$ cat src/rtl/riscv_pkg.sv
// Shared RV32 definitions for the pipeline front end: word width, the NOP
// encoding, the default reset PC and the fetch-queue entry layout.
package riscv_pkg;

  localparam int          XLEN             = 32;
  localparam logic [31:0] RV_NOP           = 32'h0000_0013;
  localparam logic [31:0] DEFAULT_RESET_PC = 32'h0000_0000;

  typedef struct packed {
    logic [XLEN-1:0] pc;
    logic [XLEN-1:0] instr;
  } fetch_entry_t;

endpackage

$ cat src/rtl/fetch_skid_fifo.sv
// Two-entry skid queue between the imem read port and decode. The head entry
// is visible combinationally; flush empties the queue and overrides push/pop.
module fetch_skid_fifo
  import riscv_pkg::*;
(
  input  logic         clk,
  input  logic         rst_n,
  input  logic         push,
  input  fetch_entry_t push_data,
  input  logic         pop,
  input  logic         flush,
  output fetch_entry_t head,
  output logic [1:0]   count
);

  fetch_entry_t mem [2];
  logic         rd_ptr;
  logic         wr_ptr;
  logic         push_eff;
  logic         pop_eff;

  assign push_eff = push && !flush;
  assign pop_eff  = pop && (count != 2'd0) && !flush;
  assign head     = mem[rd_ptr];

  always_ff @(posedge clk or negedge rst_n) begin
    if (!rst_n) begin
      rd_ptr <= 1'b0;
      wr_ptr <= 1'b0;
      count  <= 2'd0;
    end else if (flush) begin
      rd_ptr <= 1'b0;
      wr_ptr <= 1'b0;
      count  <= 2'd0;
    end else begin
      if (push_eff) wr_ptr <= ~wr_ptr;
      if (pop_eff)  rd_ptr <= ~rd_ptr;
      count <= count + {1'b0, push_eff} - {1'b0, pop_eff};
    end
  end

  // Storage carries no reset; count gates every use of it.
  always_ff @(posedge clk) begin
    if (push_eff) mem[wr_ptr] <= push_data;
  end

  a_no_overflow: assert property (@(posedge clk) disable iff (!rst_n)
    !(push_eff && !pop_eff && count == 2'd2));

endmodule

$ cat src/rtl/fetch_unit.sv
// RV32 instruction-fetch stage: owns the PC, issues imem reads, queues the
// returned words with their PCs and hands them to decode; execute may redirect.
module fetch_unit
  import riscv_pkg::*;
#(
  parameter int          INST_MEMORY_SIZE = 1024,
  parameter int          ADDR_WIDTH       = $clog2(INST_MEMORY_SIZE),
  parameter logic [31:0] RESET_PC         = DEFAULT_RESET_PC
) (
  input  logic                  clk,
  input  logic                  rst_n,
  output logic [ADDR_WIDTH-1:0] imem_addr,
  input  logic [31:0]           imem_rdata,
  input  logic                  redirect_valid,
  input  logic [31:0]           redirect_pc,
  input  logic                  id_ready,
  output logic                  id_valid,
  output logic [31:0]           id_instr,
  output logic [31:0]           id_pc,
  output logic                  misalign_err
);

  logic [31:0]  pc;
  logic         inflight;
  logic [31:0]  inflight_pc;
  logic         issue;
  logic         pop;
  logic [2:0]   occupancy;
  logic [1:0]   count;
  fetch_entry_t push_data;
  fetch_entry_t head;

  assign imem_addr = pc[ADDR_WIDTH-1:0];
  assign id_valid  = (count != 2'd0);
  assign pop       = id_valid && id_ready;

  // Entries queued plus the read still in flight, net of this cycle's pop,
  // must leave room for the word the new issue will return next cycle.
  assign occupancy = {1'b0, count} + {2'b0, inflight} - {2'b0, pop};
  assign issue     = !redirect_valid && (occupancy < 3'd2);

  always_ff @(posedge clk or negedge rst_n) begin
    if (!rst_n) begin
      pc           <= RESET_PC;
      inflight     <= 1'b0;
      misalign_err <= 1'b0;
    end else begin
      misalign_err <= redirect_valid && (redirect_pc[1:0] != 2'b00);
      if (redirect_valid) begin
        pc       <= {redirect_pc[31:2], 2'b00};
        inflight <= 1'b0;
      end else begin
        inflight <= issue;
        if (issue) pc <= pc + 32'd4;
      end
    end
  end

  // imem request boundary: remember which PC the returning word belongs to.
  always_ff @(posedge clk) begin
    if (issue) inflight_pc <= pc;
  end

  assign push_data.pc    = inflight_pc;
  assign push_data.instr = imem_rdata;

  fetch_skid_fifo u_fifo (
    .clk       (clk),
    .rst_n     (rst_n),
    .push      (inflight && !redirect_valid),
    .push_data (push_data),
    .pop       (pop),
    .flush     (redirect_valid),
    .head      (head),
    .count     (count)
  );

  assign id_instr = id_valid ? head.instr : RV_NOP;
  assign id_pc    = id_valid ? head.pc    : 32'd0;

endmodule

$ cat config.mk
export PLATFORM = sky130hd
export DESIGN_NAME = fetch_unit
export DESIGN_NICKNAME = d
export VERILOG_FILES = /design/src/rtl/riscv_pkg.sv /design/src/rtl/fetch_skid_fifo.sv /design/src/rtl/fetch_unit.sv
export SDC_FILE = /design/constraint.sdc
export NUM_CORES = 1
export LEC_CHECK = 0
export CAP_MARGIN = 20
export CORE_ASPECT_RATIO = 2
export CORE_MARGIN = 2
export CORE_UTILIZATION = 25
export DETAILED_ROUTE_END_ITERATION = 16
export SLEW_MARGIN = 20
export SYNTH_ARGS = -nofsm -noshare
export SYNTH_HDL_FRONTEND = slang
export SYNTH_SLANG_ARGS = --single-unit
$ cat constraint.sdc
create_clock -name clk -period 4.56 [get_ports clk]
set_clock_uncertainty 0.2 [all_clocks]
set_input_delay 0.912 -clock clk [delete_from_list [all_inputs] [get_ports clk]]
set_output_delay 0.912 -clock clk [all_outputs]
set_load 0.05 [all_outputs]
# After elaboration in Yosys (flattened, before gate mapping)
# Memory sizes are Yosys's and may differ from the RTL's.
# Cells that the tools add are included.
# W data, S select, Z words.
[classes]
add_sub_neg = 5
magnitude_cmp = 1
muxes = 12
bitwise_logic = 2
n_reduce_logical = 13
[ops]
columns = ["cell", "count"]
rows = [
  ["$mux W32", 4],
  ["$add A32 B3 Y32 const B", 1],
  ["$reduce_bool A2 Y1", 5],
  ["$logic_and A1 B1 Y1", 7],
  ["$mux W1", 7],
  ["$add A2 B1 Y3", 1],
  ["$lt A3 B2 Y1 const B", 1],
  ["$sub A3 B1 Y3", 1],
  ["$add A2 B1 Y2", 1],
  ["$mux W2", 1],
  ["$not A1 Y1", 2],
  ["$sub A2 B1 Y2", 1],
  ["$logic_not A1 Y1", 1],
]
[word_totals]
regBits = 70
ram_bits = 128
in_bits = 68
output_inout_bits = 76
wordCells = 41
mem_count = 1
[memory_table]
columns = ["name", "words", "word_bits", "rd", "rd_clocked_by_memory_dff", "wr", "line_no", "rtl"]
rows = [
  ["u_fifo.mem", 2, 64, 1, 0, 1, "fetch_skid_fifo.sv:16", "fetch_entry_t mem [2];"],
]

# Depth between registers and ports, before layout
[depth]
word_depth = 7
ltp_mapped = 12
mapped_depth_nobuf = 12

# Modules after synthesis
# A second synthesis with hierarchy kept.
[hier_totals]
hier_cells = 548
hier_area_um2 = 8191.6
[modules_own_cells]
columns = ["mod", "n_inst", "cells_per_inst", "area_per_inst_um2", "seq_area_each_um2"]
rows = [
  ["fetch_skid_fifo", 1, 220, 4848.4, 3943.8],
  ["fetch_unit", 1, 328, 3343.2, 1701.6],
]

# Worst setup path before layout
# OpenSTA, ideal clock, no wires.
[synth_path]
kind = "input to register"
from = "input port redirect_valid"
to = "memory u_fifo.mem[0][0] (netlist bit), enable pin"
setup_time_ps = 490
arrival_ps = 4047
path_slack_ps = -177
path_stages = 3
path_buffers = 1
cell_sequence = "clkbuf_1 > nor2b_1 > nor2b_1"
[synth_between]
elab_chain_cells = 5
[synth_rtl]
columns = ["element", "line_no", "rtl"]
rows = [
  ["start: declaration", "fetch_unit.sv:14", "input logic redirect_valid,"],
  ["$logic_not A1 Y1 *", "fetch_skid_fifo.sv:22, fetch_unit.sv:70", ""],
  ["$logic_and A1 B1 Y1", "fetch_unit.sv:70", ".push (inflight && !redirect_valid),"],
  ["$logic_and A1 B1 Y1 *", "fetch_skid_fifo.sv:22", "assign push_eff = push && !flush;"],
  ["$mux W1 *", "fetch_skid_fifo.sv:44", "if (push_eff) mem[wr_ptr] <= push_data;"],
  ["$mux W1 (implied by the code) *", "fetch_skid_fifo.sv:44", ""],
  ["end: declaration", "fetch_skid_fifo.sv:16", ""],
]
# Mark *: on every way between the ends. The rest lies on a longest branch, timed or not.

# Final worst setup path
[layout_path]
from = "register u_fifo.rd_ptr"
to = "output port id_instr[6]"
[layout_between]
elab_chain_cells = 2
[layout_rtl]
columns = ["element", "line_no", "rtl"]
rows = [
  ["start: declaration", "fetch_skid_fifo.sv:17", "logic rd_ptr;"],
  ["start signal: assignment", "fetch_skid_fifo.sv:37", "if (pop_eff) rd_ptr <= ~rd_ptr;"],
  ["$mem_v2 Z2 W64", "-", ""],
  ["$mux W32", "fetch_unit.sv:78", "assign id_instr = id_valid ? head.instr : RV_NOP;"],
  ["end: declaration", "fetch_unit.sv:18", "output logic [31:0] id_instr,"],
]
# No other way between the ends.

==> results.py <==
metrics = {
    "synth": {
        "synth_most_common_cell": "edfxtp_1",
        "synth_flop_cell": "edfxtp_1",
        "ys_ff_latch": 190,
        "synth_top_area_frac": 0.603,
        "syn_avg_cell_area_um2": 14.6,
        "synth_edf_count": 154,
        "ys_top_cells_by_count": "edfxtp_1, nor2_1, mux2i_1",
        "yosysSeqAreaShare": 0.720,
        "synth.distinct_cells": 35,
        "synthesis.area_um2": 7670,
        "syn_inst": 525,
        "yosys_warnings": 0,
        "synthArstFlopShare": 0.189,
        "synth_top_area_cell": "edfxtp_1",
        "synthTopCellsByArea": "edfxtp_1, dfrtp_1, mux2i_1, nor2_1, xor2_1",
    },
    "timing": {
        "relSlewSlack": 0.395,
        "drv_slew": 0,
        "tns_ps": 0,
        "worst_pin_slew_ps": 908,
        "fin_crit_ps": 3890,
        "setup_viol": 0,
        "hold_viol_final": 0,
        "finalWorstSetupSlack_ps": 671,
        "fmax_mhz": 257,
        "timing.hold.ws_ps": 246,
        "rsz0062_at_grt": "false",
        "finalCritPeriodShare": 0.853,
    },
    "worst_setup_path": {
        "r2r-end": "pc[13]",
        "r2r_start": "u_fifo.count[1]",
        "critPathMaxStageDelay_ps": 910,
        "worstSetupPathType": "flop to output port",
        "required_ps": 3450,
        "cp_slowest_cell": "dfrtp_4",
        "cp_cell_sequence": "buf_4, mux2i_1, nor2_1, clkdlybuf4s50_1",
        "r2r_cells": 12,
        "end_kind": "output port",
        "ff2ff_setup_slack_ps": 1140,
        "arrival_ps": 2780,
        "startpoint_type": "flop",
        "critical_path.max_fanout": 41,
    },
    "global_route": {
        "grt_start_max_net_pins": 66,
        "antenna_found_initial": 0,
        "overflow": 0,
        "grt_pass1_wl_um": 25300,
        "grt_pass1_vias": 4521,
        "grt_use_total": 0.106,
    },
    "power": {
        "switching_power_mw": 2.71,
        "power_density_nw_per_um2": 670,
        "seqPwrFrac": 0.400,
        "p_clk_frac": 0.204,
        "p_int_mw": 4.00,
        "vdd_drop_max_mv": 0.276,
        "p_leak_nw": 3.38,
        "design_power_total_mw": 6.70,
        "combPwrFrac": 0.397,
        "switching_share": 0.404,
    },
    "clocking": {
        "root_buffer": "clkbuf_16",
        "post-cts-setup-buffers": 0,
        "cts_resized": 0,
        "clk_pin_slew_ps": 70,
        "h-tree-depth": 4,
        "clock_path_buffers": 2,
        "postCtsHoldBufs": 0,
        "cts.sinks": 190,
        "tritoncts": "yes",
        "cts-buffers-inserted": 17,
        "insertion_delay_ps": 430,
    },
    "route": {
        "drc": 0,
        "avgViaCountPerCell": 4.24,
        "drt_iter0_markers": 174,
        "avgRoutedWirePerCell_um": 16.3,
        "totalWireLength_um": 17000,
        "antenna_left": 0,
        "first_pass_iters": 4,
        "vias": 4426,
    },
    "floorplan": {
        "dieArea_um2": 32200,
        "die_h_um": 252,
        "die_w_um": 128,
        "rows": 90,
        "initial_core_util": 0.254,
        "num_io_pins": 144,
        "core-area_um2": 30200,
    },
    "final_layout": {
        "drive_gt1_frac": 0.0812,
        "syn_to_final_growth_pct": 30.3,
        "final_util": 0.331,
        "num_antenna_cells": 0,
        "fillers": 2950,
        "final_nets": 737,
        "stdcell_count": 1045,
        "design_area_um2": 10000,
    },
    "place": {
        "postPlaceCellArea_um2": 9470,
        "dp_hpwl_um": 12000,
        "place_inst": 1013,
        "dp_slack_ps": 567,
        "io_buffers": 139,
        "routabilityCongestion": 0.817,
    },
    "worst_hold_path": {
        "hold_start": "inflight_pc[10]",
        "holdCritPathClass": "flop to flop",
        "whs_endpoint": "u_fifo.mem[0][42]",
        "hold_path_depth": 0,
    },
    "run": {
        "drv_cap": 0,
    },
    "outcome": {
        "status": "finished clean",
    },
}
area by class of cell:
class	instances	area [µm²]	area share
timing repair buffer	150	1480	0.148
tap	368	460	0.0460
clock inverter	14	104	0.0104
multi-input combinational	297	1970	0.197
sequential	190	5530	0.553
inverter	8	30.0	0.00300
clock buffer	18	429	0.0429
state kept, by name (all words and copies together) (netlist names):
register	flops
inflight	1
pc	30
u_fifo.count	2
u_fifo.rd_ptr	1
u_fifo.wr_ptr	1
u_fifo.mem	124
inflight_pc	30
misalign_err	1
how the worst max path moves through the flow:
stage | from | endpoint | depth (start not counted)
after floorplan | u_fifo.count[1] | inflight_pc[10] | 10
after global placement | id_ready | pc[13] | 11
after detailed placement | id_ready | pc[13] | 11
after CTS | u_fifo.rd_ptr | id_instr[6] | 4
after global routing | u_fifo.rd_ptr | id_instr[7] | 4
final | u_fifo.rd_ptr | id_instr[6] | 4
critical path: cells and delay by family (launching register included):
| kind | cells | cell delay (ps) |
|---|---|---|
| buffers and inverters | 2 | 1170 |
| flip-flops | 1 | 910 |
| multiplexers | 1 | 90 |
| AND/OR/NAND/NOR | 1 | 150 |
kinds of logic (layout without fill, tap and decap cells):
logic type	Yosys count	after routing	synth area share
AND/OR/NAND/NOR	160	160	0.0994
AO/OA/AOI/OAI	29	29	0.0192
multiplexers	65	65	0.0851
other	1	4	0.000489
adder cells (fa/ha/maj)	5	5	0.00913
flip-flops	190	190	0.720
buffers and inverters	41	190	0.0269
XOR/XNOR	34	34	0.0398
power by group through the flow:
stage / Clock [mW] / Combinational (mW) / Sequential (mW)
4_1_cts: 1.41 / 2.72 / 2.69
2_1_floorplan: 0 / 1.86 / 2.59
3_5_place_dp: 0 / 2.71 / 2.73
5_1_grt: 1.48 / 2.82 / 2.73
6_report: 1.37 / 2.66 / 2.68
3_3_place_gp: 0 / 2.70 / 2.70
layout by cell type (no fill, tap or decap), types with 2 or more instances in the layout:
cell type / n
o21ai_0: 21
and4_1: 2
ha_1: 4
nor2b_1: 2
nand3_1: 9
nand2_1: 44
mux2i_1: 63
buf_2: 2
conb_1: 4
dfrtp_1: 35
o21ai_1: 7
mux2_2: 2
nand4b_1: 2
buf_4: 10
xor2_1: 25
xnor2_1: 8
clkdlybuf4s50_1: 137
clkbuf_16: 17
clkinv_1: 3
nand2b_1: 2
inv_6: 6
nor3_1: 4
nand4_1: 14
clkinvlp_4: 2
and3_1: 3
edfxtp_1: 154
nor2_1: 67
inv_1: 8
routing by layer:
| layer | GRT usage | routed length [µm] |
|---|---|---|
| met1 | 0.0963 | 5840 |
| met2 | 0.210 | 10100 |
| met3 | 0.0235 | 475 |
| met4 | 0.0581 | 627 |
| met5 | 0 | 0 |
(Power assumes the default switching activity.)
==> edit: new RTL, same settings <==
`INST_MEMORY_SIZE`: 1024 -> 4096.
--- a/src/rtl/fetch_unit.sv
+++ b/src/rtl/fetch_unit.sv
@@ -3,7 +3,7 @@
 module fetch_unit
   import riscv_pkg::*;
 #(
-  parameter int          INST_MEMORY_SIZE = 1024,
+  parameter int          INST_MEMORY_SIZE = 4096,
   parameter int          ADDR_WIDTH       = $clog2(INST_MEMORY_SIZE),
   parameter logic [31:0] RESET_PC         = DEFAULT_RESET_PC
 ) (
Ports: changed (resized imem_addr); port bits go from 144 to 146. No check against the original RTL was run, so the function may have changed too.
==> edit against the unedited design <==
Global-route usage grew 0.067 points; power grew 0.64%; wire length shrank 1.4%; first-iteration DRC count grew 32%; cell area grew 0.36%; sequential cell count is the same; largest power group is now combinational cells; setup slack gained 0.15 ns; area after synthesis grew 0.20%.
==> edit: results <==
[outcome]
status = "completed"

[cts]
cts_buffers = 17
root_buffer = "clkbuf_16"
cts_resized = 0
clk_pin_slew_ns = 0.07
htreeDepth = 4
insertion_delay_ns = 0.43

[place]
port_buffers = 141
postPlaceCellArea_sq_um = 9475
post-dp-hpwl_microns = 11670
place.gp.congestion = 0.8186

[route]
vias = 4373
drt_iter0_markers = 230
wl_met2_microns = 9743
wl_per_cell_microns = 16.07
wl_met1_microns = 5915
wl_met3_microns = 561

[grt]
track_usage_pct = 10.67
grtUsageMet2_pct = 20.61
first_global_vias = 4576
use_met3_pct = 2.523
grt.overflow.total = 0
grt_pass1_wl_microns = 25590
grtUsageMet1_pct = 10.19
grt_max_degree = 63

[cells_and_area]
clockNetworkAreaShare_pct = 5.621
buf_share_pct = 14.76
seq_share_pct = 55.07
reg_top3 = "u_fifo.mem: 124 flops, inflight_pc: 30 flops, pc: 30 flops"
area_growth_pct = 30.56
nClkBuffers = 21
inverters = 8
layout-drive-gt1-share_pct = 8.124
multi_input_area_share_pct = 19.67
nFlopsAndLatches = 190
fillers = 2970
seqCellArea_sq_um = 5529

[pwr]
ir_worst_vdd_v = 0.0003241
p_leak_nw = 3.397
p_int_mw = 4.058

[critical_path]
cp-start-kind = "flip-flop"
cpMaxStageDelayCell = "clkdlybuf4s50_1"
reg2regPathDepth = 12
worstPathMaxFanout = 42
crit_path_max_incr_delay_ns = 0.83
arrival_ns = 2.63

[yosys]
synth_area_leaders = "edfxtp_1 60%, dfrtp_1 12%, mux2i_1 8.2%"
yosys_warnings = 0
ys_seq_area_share_pct = 71.85
synth_edf_count = 154
synth_commonest_cells = "154 x edfxtp_1, 69 x nor2_1, 63 x mux2i_1"

[worst_hold_path]
whs_path_depth = 0
hp-start = "inflight_pc[10]"
hold_path_class = "reg -> reg"

[sta]
worstMarginPinSlew_ns = 0.8903
-- edit: cell types whose count changed after synthesis, sizes merged --
cell	before	now
buf	19	21
-- edit: per-stage QoR --
step	std cells	hold WS, ns	util, %	worst slack (ns)
2_1_floorplan	530	0.2215	-	0.1505
4_1_cts	1045	0.2448	33.27	0.7164
6_report	1045	0.2472	33.27	0.8211
5_1_grt	1045	0.2578	33.27	0.6661
3_5_place_dp	1013	0.2298	31.40	0.5633
3_3_place_gp	1013	0.2217	31.40	0.5930
-- edit: cells by family (layout without fill, tap and decap cells) --
| group | after synthesis | in the layout | share of synthesized area, % |
|---|---|---|---|
| AO/OA/AOI/OAI | 29 | 29 | 1.920 |
| XOR/XNOR | 34 | 34 | 3.970 |
| adder cells (fa/ha/maj) | 5 | 5 | 0.9112 |
| buffers and inverters | 43 | 190 | 2.880 |
| flip-flops | 190 | 190 | 71.85 |
| multiplexers | 65 | 65 | 8.493 |
| other | 1 | 4 | 0.04877 |
| AND/OR/NAND/NOR | 160 | 160 | 9.925 |
-- edit: power by group through the flow --
stage | Combinational [mW] | Clock (mW) | Sequential, mW
6_report | 2.69 | 1.41 | 2.65
5_1_grt | 2.86 | 1.52 | 2.70
4_1_cts | 2.75 | 1.46 | 2.66
3_5_place_dp | 2.74 | 0 | 2.69
3_3_place_gp | 2.73 | 0 | 2.67
2_1_floorplan | 1.87 | 0 | 2.59
-- edit: path summary, 6_finish.rpt --
kind | to | slack (ns)
worst max-delay path | id_instr[27] | 0.82
worst min-delay path | u_fifo.mem[0][42] | 0.25
worst max register to register | pc[13] | 1.07
worst min register to register | u_fifo.mem[0][42] | 0.25
max in group asynchronous | u_fifo.rd_ptr | 3.12
min in group asynchronous | pc[8] | 0.38
